--- config.mk ---
export PLATFORM = sky130hd
export DESIGN_NAME = uart_cmd_responder
export DESIGN_NICKNAME = d
export VERILOG_FILES = /design/src/rtl/uart_cmd_responder.sv
export SDC_FILE = /design/constraint.sdc
export NUM_CORES = 1
export LEC_CHECK = 0
export BUFFER_PORTS_ARGS = -buffer_cell sky130_fd_sc_hd__buf_2
export CORE_MARGIN = 8
export CORE_UTILIZATION = 25
export CTS_CLUSTER_DIAMETER = 120
export DETAILED_ROUTE_END_ITERATION = 8
export GPL_TIMING_DRIVEN = 0
export PLACE_DENSITY = 0.54
export SLEW_MARGIN = 20
export SYNTH_ARGS = -nofsm -noshare
export SYNTH_HDL_FRONTEND = slang
export SYNTH_SLANG_ARGS = --single-unit
--- constraint.sdc ---
create_clock -name clk -period 1.75 [get_ports clk]
set_input_delay 0.35 -clock clk [delete_from_list [all_inputs] [get_ports clk]]
set_output_delay 0.35 -clock clk [all_outputs]
set_load 0.05 [all_outputs]
--- src/rtl/uart_cmd_responder.sv ---
// uart_cmd_responder: byte-level command responder between the UART core and
// the shared RAM. The host can write byte blocks ('W'), read them back ('R')
// and poll a status byte ('S'). Unknown opcodes get a NAK.
//
// Optional feature macro: UART_CMD_TIMEOUT_EN
//   When defined, an inter-byte timeout aborts a half-received command with a
//   NAK after TIMEOUT_CYCLES idle clocks. When undefined, the counter is absent.

module uart_cmd_responder #(
    parameter int ADDR_WIDTH     = 8,
    parameter int TIMEOUT_CYCLES = 50_000_000
) (
    input  logic                  clk,
    input  logic                  rst_n,
    input  logic [7:0]            rx_data,
    input  logic                  rx_ready,
    output logic                  rx_ready_clr,
    output logic [7:0]            tx_data,
    output logic                  tx_start,
    input  logic                  tx_busy,
    output logic [ADDR_WIDTH-1:0] ram_addr,
    output logic [7:0]            ram_data,
    output logic                  ram_we,
    input  logic [7:0]            ram_q,
    input  logic [7:0]            status,
    output logic                  busy,
    output logic                  cmd_done,
    output logic                  err
);

    localparam logic [7:0] OP_WRITE  = 8'h57;
    localparam logic [7:0] OP_READ   = 8'h52;
    localparam logic [7:0] OP_STATUS = 8'h53;
    localparam logic [7:0] BYTE_ACK  = 8'h06;
    localparam logic [7:0] BYTE_NAK  = 8'h15;

    // Elaboration-time parameter sanity checks
    generate
        if ((ADDR_WIDTH < 1) || (ADDR_WIDTH > 8)) begin : g_bad_addr_width
            $error("uart_cmd_responder: ADDR_WIDTH must be in 1..8");
        end
        if (TIMEOUT_CYCLES < 1) begin : g_bad_timeout
            $error("uart_cmd_responder: TIMEOUT_CYCLES must be positive");
        end
    endgenerate

    typedef enum logic [3:0] {
        IDLE     = 4'd0,
        GET_ADDR = 4'd1,
        GET_CNT  = 4'd2,
        WR_DATA  = 4'd3,
        WR_STB   = 4'd4,
        RD_ADDR  = 4'd5,
        RD_WAIT  = 4'd6,
        TX_REQ   = 4'd7,
        TX_GAP   = 4'd8
    } state_t;

    // What the current command will reply with once it reaches TX_REQ
    typedef enum logic [1:0] {
        MODE_WR  = 2'd0,
        MODE_RD  = 2'd1,
        MODE_ST  = 2'd2,
        MODE_NAK = 2'd3
    } mode_t;

    state_t                  state_r,     state_nxt_s;
    mode_t                   mode_r,      mode_nxt_s;
    logic [ADDR_WIDTH-1:0]   addr_r,      addr_nxt_s;
    logic [7:0]              cnt_r,       cnt_nxt_s;      // bytes remaining minus one
    logic                    more_r,      more_nxt_s;     // read bytes still to send
    logic [7:0]              tx_byte_r,   tx_byte_nxt_s;  // ACK/NAK/status reply byte
    logic [7:0]              tx_data_r,   tx_data_nxt_s;
    logic                    tx_start_r,  tx_start_nxt_s;
    logic [ADDR_WIDTH-1:0]   ram_addr_r,  ram_addr_nxt_s;
    logic [7:0]              ram_data_r,  ram_data_nxt_s;
    logic                    ram_we_r,    ram_we_nxt_s;
    logic                    busy_r;
    logic                    cmd_done_r,  cmd_done_nxt_s;
    logic                    err_r,       err_nxt_s;
    logic                    rx_ready_clr_s;
    logic                    timeout_s;

`ifdef UART_CMD_TIMEOUT_EN
    localparam logic [31:0] TMO_LIMIT = 32'(TIMEOUT_CYCLES);

    logic [31:0] tmo_cnt_r;
    logic        wait_state_s;

    assign wait_state_s = (state_r == GET_ADDR) || (state_r == GET_CNT) || (state_r == WR_DATA);
    assign timeout_s    = wait_state_s && (tmo_cnt_r >= TMO_LIMIT);

    // Inter-byte idle counter: runs while waiting for command bytes, clears on each byte
    always_ff @(posedge clk or negedge rst_n) begin
        if (!rst_n) begin
            tmo_cnt_r <= 32'd0;
        end else if (wait_state_s && !rx_ready && (tmo_cnt_r < TMO_LIMIT)) begin
            tmo_cnt_r <= tmo_cnt_r + 32'd1;
        end else begin
            tmo_cnt_r <= 32'd0;
        end
    end
`else
    assign timeout_s = 1'b0;
`endif

    // Next-state and next-output logic for the command FSM
    always_comb begin
        state_nxt_s    = state_r;
        mode_nxt_s     = mode_r;
        addr_nxt_s     = addr_r;
        cnt_nxt_s      = cnt_r;
        more_nxt_s     = more_r;
        tx_byte_nxt_s  = tx_byte_r;
        tx_data_nxt_s  = tx_data_r;
        tx_start_nxt_s = 1'b0;
        ram_addr_nxt_s = ram_addr_r;
        ram_data_nxt_s = ram_data_r;
        ram_we_nxt_s   = 1'b0;
        cmd_done_nxt_s = 1'b0;
        err_nxt_s      = 1'b0;
        rx_ready_clr_s = 1'b0;

        case (state_r)
            IDLE: begin
                if (rx_ready) begin
                    rx_ready_clr_s = 1'b1;
                    case (rx_data)
                        OP_WRITE: begin
                            mode_nxt_s  = MODE_WR;
                            state_nxt_s = GET_ADDR;
                        end
                        OP_READ: begin
                            mode_nxt_s  = MODE_RD;
                            state_nxt_s = GET_ADDR;
                        end
                        OP_STATUS: begin
                            // status is captured now, not when the reply goes out
                            mode_nxt_s    = MODE_ST;
                            tx_byte_nxt_s = status;
                            state_nxt_s   = TX_REQ;
                        end
                        default: begin
                            mode_nxt_s    = MODE_NAK;
                            tx_byte_nxt_s = BYTE_NAK;
                            state_nxt_s   = TX_REQ;
                        end
                    endcase
                end else begin
                    state_nxt_s = IDLE;
                end
            end

            GET_ADDR: begin
                if (rx_ready) begin
                    rx_ready_clr_s = 1'b1;
                    addr_nxt_s     = rx_data[ADDR_WIDTH-1:0];
                    state_nxt_s    = GET_CNT;
                end else if (timeout_s) begin
                    mode_nxt_s    = MODE_NAK;
                    tx_byte_nxt_s = BYTE_NAK;
                    state_nxt_s   = TX_REQ;
                end else begin
                    state_nxt_s = GET_ADDR;
                end
            end

            GET_CNT: begin
                if (rx_ready) begin
                    rx_ready_clr_s = 1'b1;
                    cnt_nxt_s      = rx_data;
                    if (mode_r == MODE_RD) begin
                        // present the first read address for the whole RD_ADDR cycle
                        ram_addr_nxt_s = addr_r;
                        state_nxt_s    = RD_ADDR;
                    end else begin
                        state_nxt_s = WR_DATA;
                    end
                end else if (timeout_s) begin
                    mode_nxt_s    = MODE_NAK;
                    tx_byte_nxt_s = BYTE_NAK;
                    state_nxt_s   = TX_REQ;
                end else begin
                    state_nxt_s = GET_CNT;
                end
            end

            WR_DATA: begin
                if (rx_ready) begin
                    rx_ready_clr_s = 1'b1;
                    ram_addr_nxt_s = addr_r;
                    ram_data_nxt_s = rx_data;
                    ram_we_nxt_s   = 1'b1;
                    state_nxt_s    = WR_STB;
                end else if (timeout_s) begin
                    mode_nxt_s    = MODE_NAK;
                    tx_byte_nxt_s = BYTE_NAK;
                    state_nxt_s   = TX_REQ;
                end else begin
                    state_nxt_s = WR_DATA;
                end
            end

            WR_STB: begin
                // ram_we is high during this cycle; step to the next byte slot
                addr_nxt_s = addr_r + ADDR_WIDTH'(1);
                if (cnt_r == 8'd0) begin
                    tx_byte_nxt_s = BYTE_ACK;
                    state_nxt_s   = TX_REQ;
                end else begin
                    cnt_nxt_s   = cnt_r - 8'd1;
                    state_nxt_s = WR_DATA;
                end
            end

            RD_ADDR: begin
                state_nxt_s = RD_WAIT;
            end

            RD_WAIT: begin
                state_nxt_s = TX_REQ;
            end

            TX_REQ: begin
                if (!tx_busy) begin
                    tx_start_nxt_s = 1'b1;
                    state_nxt_s    = TX_GAP;
                    if (mode_r == MODE_RD) begin
                        tx_data_nxt_s = ram_q;
                        addr_nxt_s    = addr_r + ADDR_WIDTH'(1);
                        more_nxt_s    = (cnt_r != 8'd0);
                        cnt_nxt_s     = cnt_r - 8'd1;
                    end else begin
                        tx_data_nxt_s = tx_byte_r;
                        more_nxt_s    = 1'b0;
                    end
                    if (mode_r == MODE_NAK) begin
                        err_nxt_s = 1'b1;
                    end else begin
                        err_nxt_s = 1'b0;
                    end
                end else begin
                    state_nxt_s = TX_REQ;
                end
            end

            TX_GAP: begin
                // tx_start is high this cycle; tx_busy is deliberately not looked at
                if (more_r) begin
                    ram_addr_nxt_s = addr_r;
                    state_nxt_s    = RD_ADDR;
                end else begin
                    cmd_done_nxt_s = (mode_r != MODE_NAK);
                    state_nxt_s    = IDLE;
                end
            end

            default: begin
                state_nxt_s = IDLE;
            end
        endcase
    end

    // FSM state, datapath and registered outputs
    always_ff @(posedge clk or negedge rst_n) begin
        if (!rst_n) begin
            state_r    <= IDLE;
            mode_r     <= MODE_WR;
            addr_r     <= '0;
            cnt_r      <= 8'd0;
            more_r     <= 1'b0;
            tx_byte_r  <= 8'h00;
            tx_data_r  <= 8'h00;
            tx_start_r <= 1'b0;
            ram_addr_r <= '0;
            ram_data_r <= 8'h00;
            ram_we_r   <= 1'b0;
            busy_r     <= 1'b0;
            cmd_done_r <= 1'b0;
            err_r      <= 1'b0;
        end else begin
            state_r    <= state_nxt_s;
            mode_r     <= mode_nxt_s;
            addr_r     <= addr_nxt_s;
            cnt_r      <= cnt_nxt_s;
            more_r     <= more_nxt_s;
            tx_byte_r  <= tx_byte_nxt_s;
            tx_data_r  <= tx_data_nxt_s;
            tx_start_r <= tx_start_nxt_s;
            ram_addr_r <= ram_addr_nxt_s;
            ram_data_r <= ram_data_nxt_s;
            ram_we_r   <= ram_we_nxt_s;
            busy_r     <= (state_nxt_s != IDLE);
            cmd_done_r <= cmd_done_nxt_s;
            err_r      <= err_nxt_s;
        end
    end

    assign rx_ready_clr = rx_ready_clr_s;
    assign tx_data      = tx_data_r;
    assign tx_start     = tx_start_r;
    assign ram_addr     = ram_addr_r;
    assign ram_data     = ram_data_r;
    assign ram_we       = ram_we_r;
    assign busy         = busy_r;
    assign cmd_done     = cmd_done_r;
    assign err          = err_r;

endmodule

==> flow_metrics.py <==
metrics = {
    "grt": {
        "antenna_found_initial": 0,
        "grt_max_degree": 55,
        "grt_usage": 0.113,
        "grt_pass1_vias": 2703,
        "overflow": 0,
        "grt_pass1_wl_mm": 14.4,
    },
    "power_and_ir_drop": {
        "p_clk_frac": 0.164,
        "ir_drop_mv": 0.589,
        "p_sw_w": 0.00419,
        "swShare": 0.443,
        "power_density_nw_per_um2": 2080,
        "power_w": 0.00946,
        "intPower_w": 0.00527,
        "pwr-share-seq": 0.264,
        "p_leak_nw": 2.02,
        "combPwrFrac": 0.572,
    },
    "route": {
        "drt-total-wl_mm": 9.54,
        "wl_per_cell_microns": 17.9,
        "via_per_inst": 5.17,
        "drc": 0,
        "dr.pass1.iters": 5,
        "drtIter0Drc": 176,
        "ant_nets": 0,
        "vias": 2752,
    },
    "synthesis": {
        "synth_area_leaders": "dfrtp_1 49%, mux2_2 6.2%, o21ai_0 2.6%",
        "synth_area_sq_um": 3070,
        "yosysMostFrequentCell": "dfrtp_1",
        "postSynthAreaPerCell_sq_um": 10.9,
        "synth_edf_count": 0,
        "ys_seq_elements": 60,
        "synth_fp_nets": 314,
        "netlist_instances": 283,
        "synth_cell_types": 63,
        "ys.warnings.count": 0,
        "synth_async_sr_flop_share": 1.00,
        "synth_area_leader_cell": "dfrtp_1",
        "synth_seq_area_share": 0.489,
        "synthTopCellsByCount": "60 x dfrtp_1, 17 x mux2_2, 16 x nand2_1, 16 x o21ai_0, 14 x inv_1",
        "yosys.area.top_type_share": 0.489,
        "ys.flop_type": "dfrtp_1",
    },
    "sta": {
        "fin_crit_sh": 1.06,
        "worst_pin_slew_ns": 0.408,
        "setup_ws_ns": -0.112,
        "setup_viol": 21,
        "period_needed_ns": 1.86,
        "max_freq_ghz": 0.537,
        "fin_setup_tns_ns": -1.05,
        "hold_viol": 0,
        "finClkSkew_ns": 0.00462,
        "rsz0062_at_grt": "true",
        "slew_violations": 0,
        "slew_headroom": 0.728,
    },
    "clock_network": {
        "cts.path.max_buffers": 2,
        "tritoncts": "yes",
        "htreeDepth": 3,
        "cts.sinks": 60,
        "clk_latency_ns": 0.33,
        "clkTransAtPathRegs_ns": 0.05,
        "clk_root_buffer_cell": "clkbuf_16",
        "numCtsBuffers": 9,
    },
    "setup_path": {
        "cp_max_fo": 6,
        "required_ns": 1.96,
        "cp.arrival_ns": 2.07,
        "worstSetupStartpointType": "flop",
        "cp-end-kind": "flop",
        "crit_type": "flop to flop",
    },
    "floorplanning": {
        "die-area_sq_um": 16100,
        "die_w_microns": 127,
        "die_y_microns": 127,
        "core_sq_um": 12000,
        "start_util": 0.256,
        "num_rows": 40,
        "ios": 58,
    },
    "layout": {
        "drive_gt1_frac": 0.483,
        "fin_nets": 413,
        "fin_util": 0.379,
        "layoutNonFillerInstCount": 532,
        "num_antenna_cells": 0,
        "syn2layout_area_growth_pct": 48.3,
    },
    "job": {
        "drv_cap": 0,
    },
    "placed_design": {
        "routabilityCongestion": 0.827,
        "hpwl_mm": 6.27,
        "post-place-ws_ns": -0.365,
        "dp.cells": 488,
        "placement.io_buffers": 57,
    },
    "worst_hold_path": {
        "hold_class": "input port to flop",
    },
    "outcome": {
        "failed_checks": "negative setup slack",
        "run_status": "complete, but fails checks",
    },
}
-- kinds of logic after synthesis --
logic type                 synth area share
xor gates and xnor gates            0.00856
adders and majority gates            0.0122
muxes                                0.0888
buffers and inverters                0.0444
DFF                                   0.489
AOI/OAI and AO/OA                     0.211
and+or+nand+nor                       0.147
-- path summary, 6_finish.rpt --
| path | start | to | slack [ns] | cells after the start |
|---|---|---|---|---|
| setup / recovery | state_r[3]$_DFF_PN0_ | tx_byte_r[3]$_DFFE_PN0P_ | -0.11 | 6 |
| hold / removal | status[7] | tx_byte_r[7]$_DFFE_PN0P_ | 0.23 | 2 |
| setup reg to reg | state_r[3]$_DFF_PN0_ | tx_byte_r[3]$_DFFE_PN0P_ | -0.11 | 6 |
| hold reg to reg | tx_data[7]$_DFFE_PN0P_ | tx_data[7]$_DFFE_PN0P_ | 0.48 | 2 |
| max in group asynchronous | rst_n | cnt_r[3]$_DFFE_PN0P_ | 0.87 | 3 |
| min in group asynchronous | rst_n | tx_byte_r[1]$_DFFE_PN0P_ | 0.38 | 2 |
-- final cells by class --
type	instances	area, sq um
clock buffers	11	243
fillers	1161	7460
inverters	14	56.3
well taps	147	184
flip-flops and latches	60	1500
plain buffers	15	134
multi-input cells	193	1760
repair buffers	89	659
clock inverters	3	15.0
-- per-stage QoR --
step           area (sq um)  hold slack (ns)
3_3_place_gp           3590            0.458
3_5_place_dp           3620            0.180
5_1_grt                4560            0.235
2_1_floorplan          3120           0.0544
6_report               4560            0.232
4_1_cts                4250            0.224
-- layer usage --
metal / wire, microns / GRT usage / vias to the layer above
met5: 0 / 0 / -
met4: 321 / 0.0686 / 0
met3: 405 / 0.0297 / 17
met2: 4850 / 0.181 / 79
met1: 3960 / 0.134 / 1385
li1: - / - / 1271
-- flip-flops by register name, indices dropped and copies added, names as in the netlist, 2 cells and up --
register and count:
mode_r 2, ram_data 8, tx_data 8, tx_byte_r 8, cnt_r 8, state_r 4, addr_r 8, ram_addr 8
-- power groups by stage --
| stage | logic, W | clock network [W] | registers, W |
|---|---|---|---|
| floorplan | 0.00222 | 0 | 0.00331 |
| global placement | 0.00407 | 0 | 0.00242 |
| detailed placement | 0.00414 | 0 | 0.00243 |
| CTS | 0.00475 | 0.00160 | 0.00245 |
| global route | 0.00576 | 0.00166 | 0.00257 |
| finish | 0.00541 | 0.00155 | 0.00250 |
-- critical path: stages, from the launching register on --
cell	delay, ns
dfrtp_1	0.37
buf_6	0.13
or3b_4	0.40
buf_6	0.14
a311oi_4	0.36
nor2b_4	0.12
a22o_1	0.23
-- cell usage in the layout, fill, tap and decap left out, drive strengths merged, types with 4 or more instances in the layout --
cell type and n:
clkbuf 16, mux2i 7, nand3 10, o2111ai 5, o21ai 16, o2bb2ai 4, a31oi 4, nand4 9
a22o 5, nor2b 5, mux2 18, dfrtp 60, a22oi 6, nor3 7, a21oi 14, inv 13
a2bb2oi 9, buf 98, nand2 16, nor2 5
-- timing repair --
action,CTS,global route
cloned,1,1
setup endpoints to repair,49,48
resized for setup,45,41
pin swaps,11,16
hold buffers,1,0
setup buffers,16,12
endpoints found under the hold margin,6,0
Note: power is estimated with default switching activity, not from simulation.
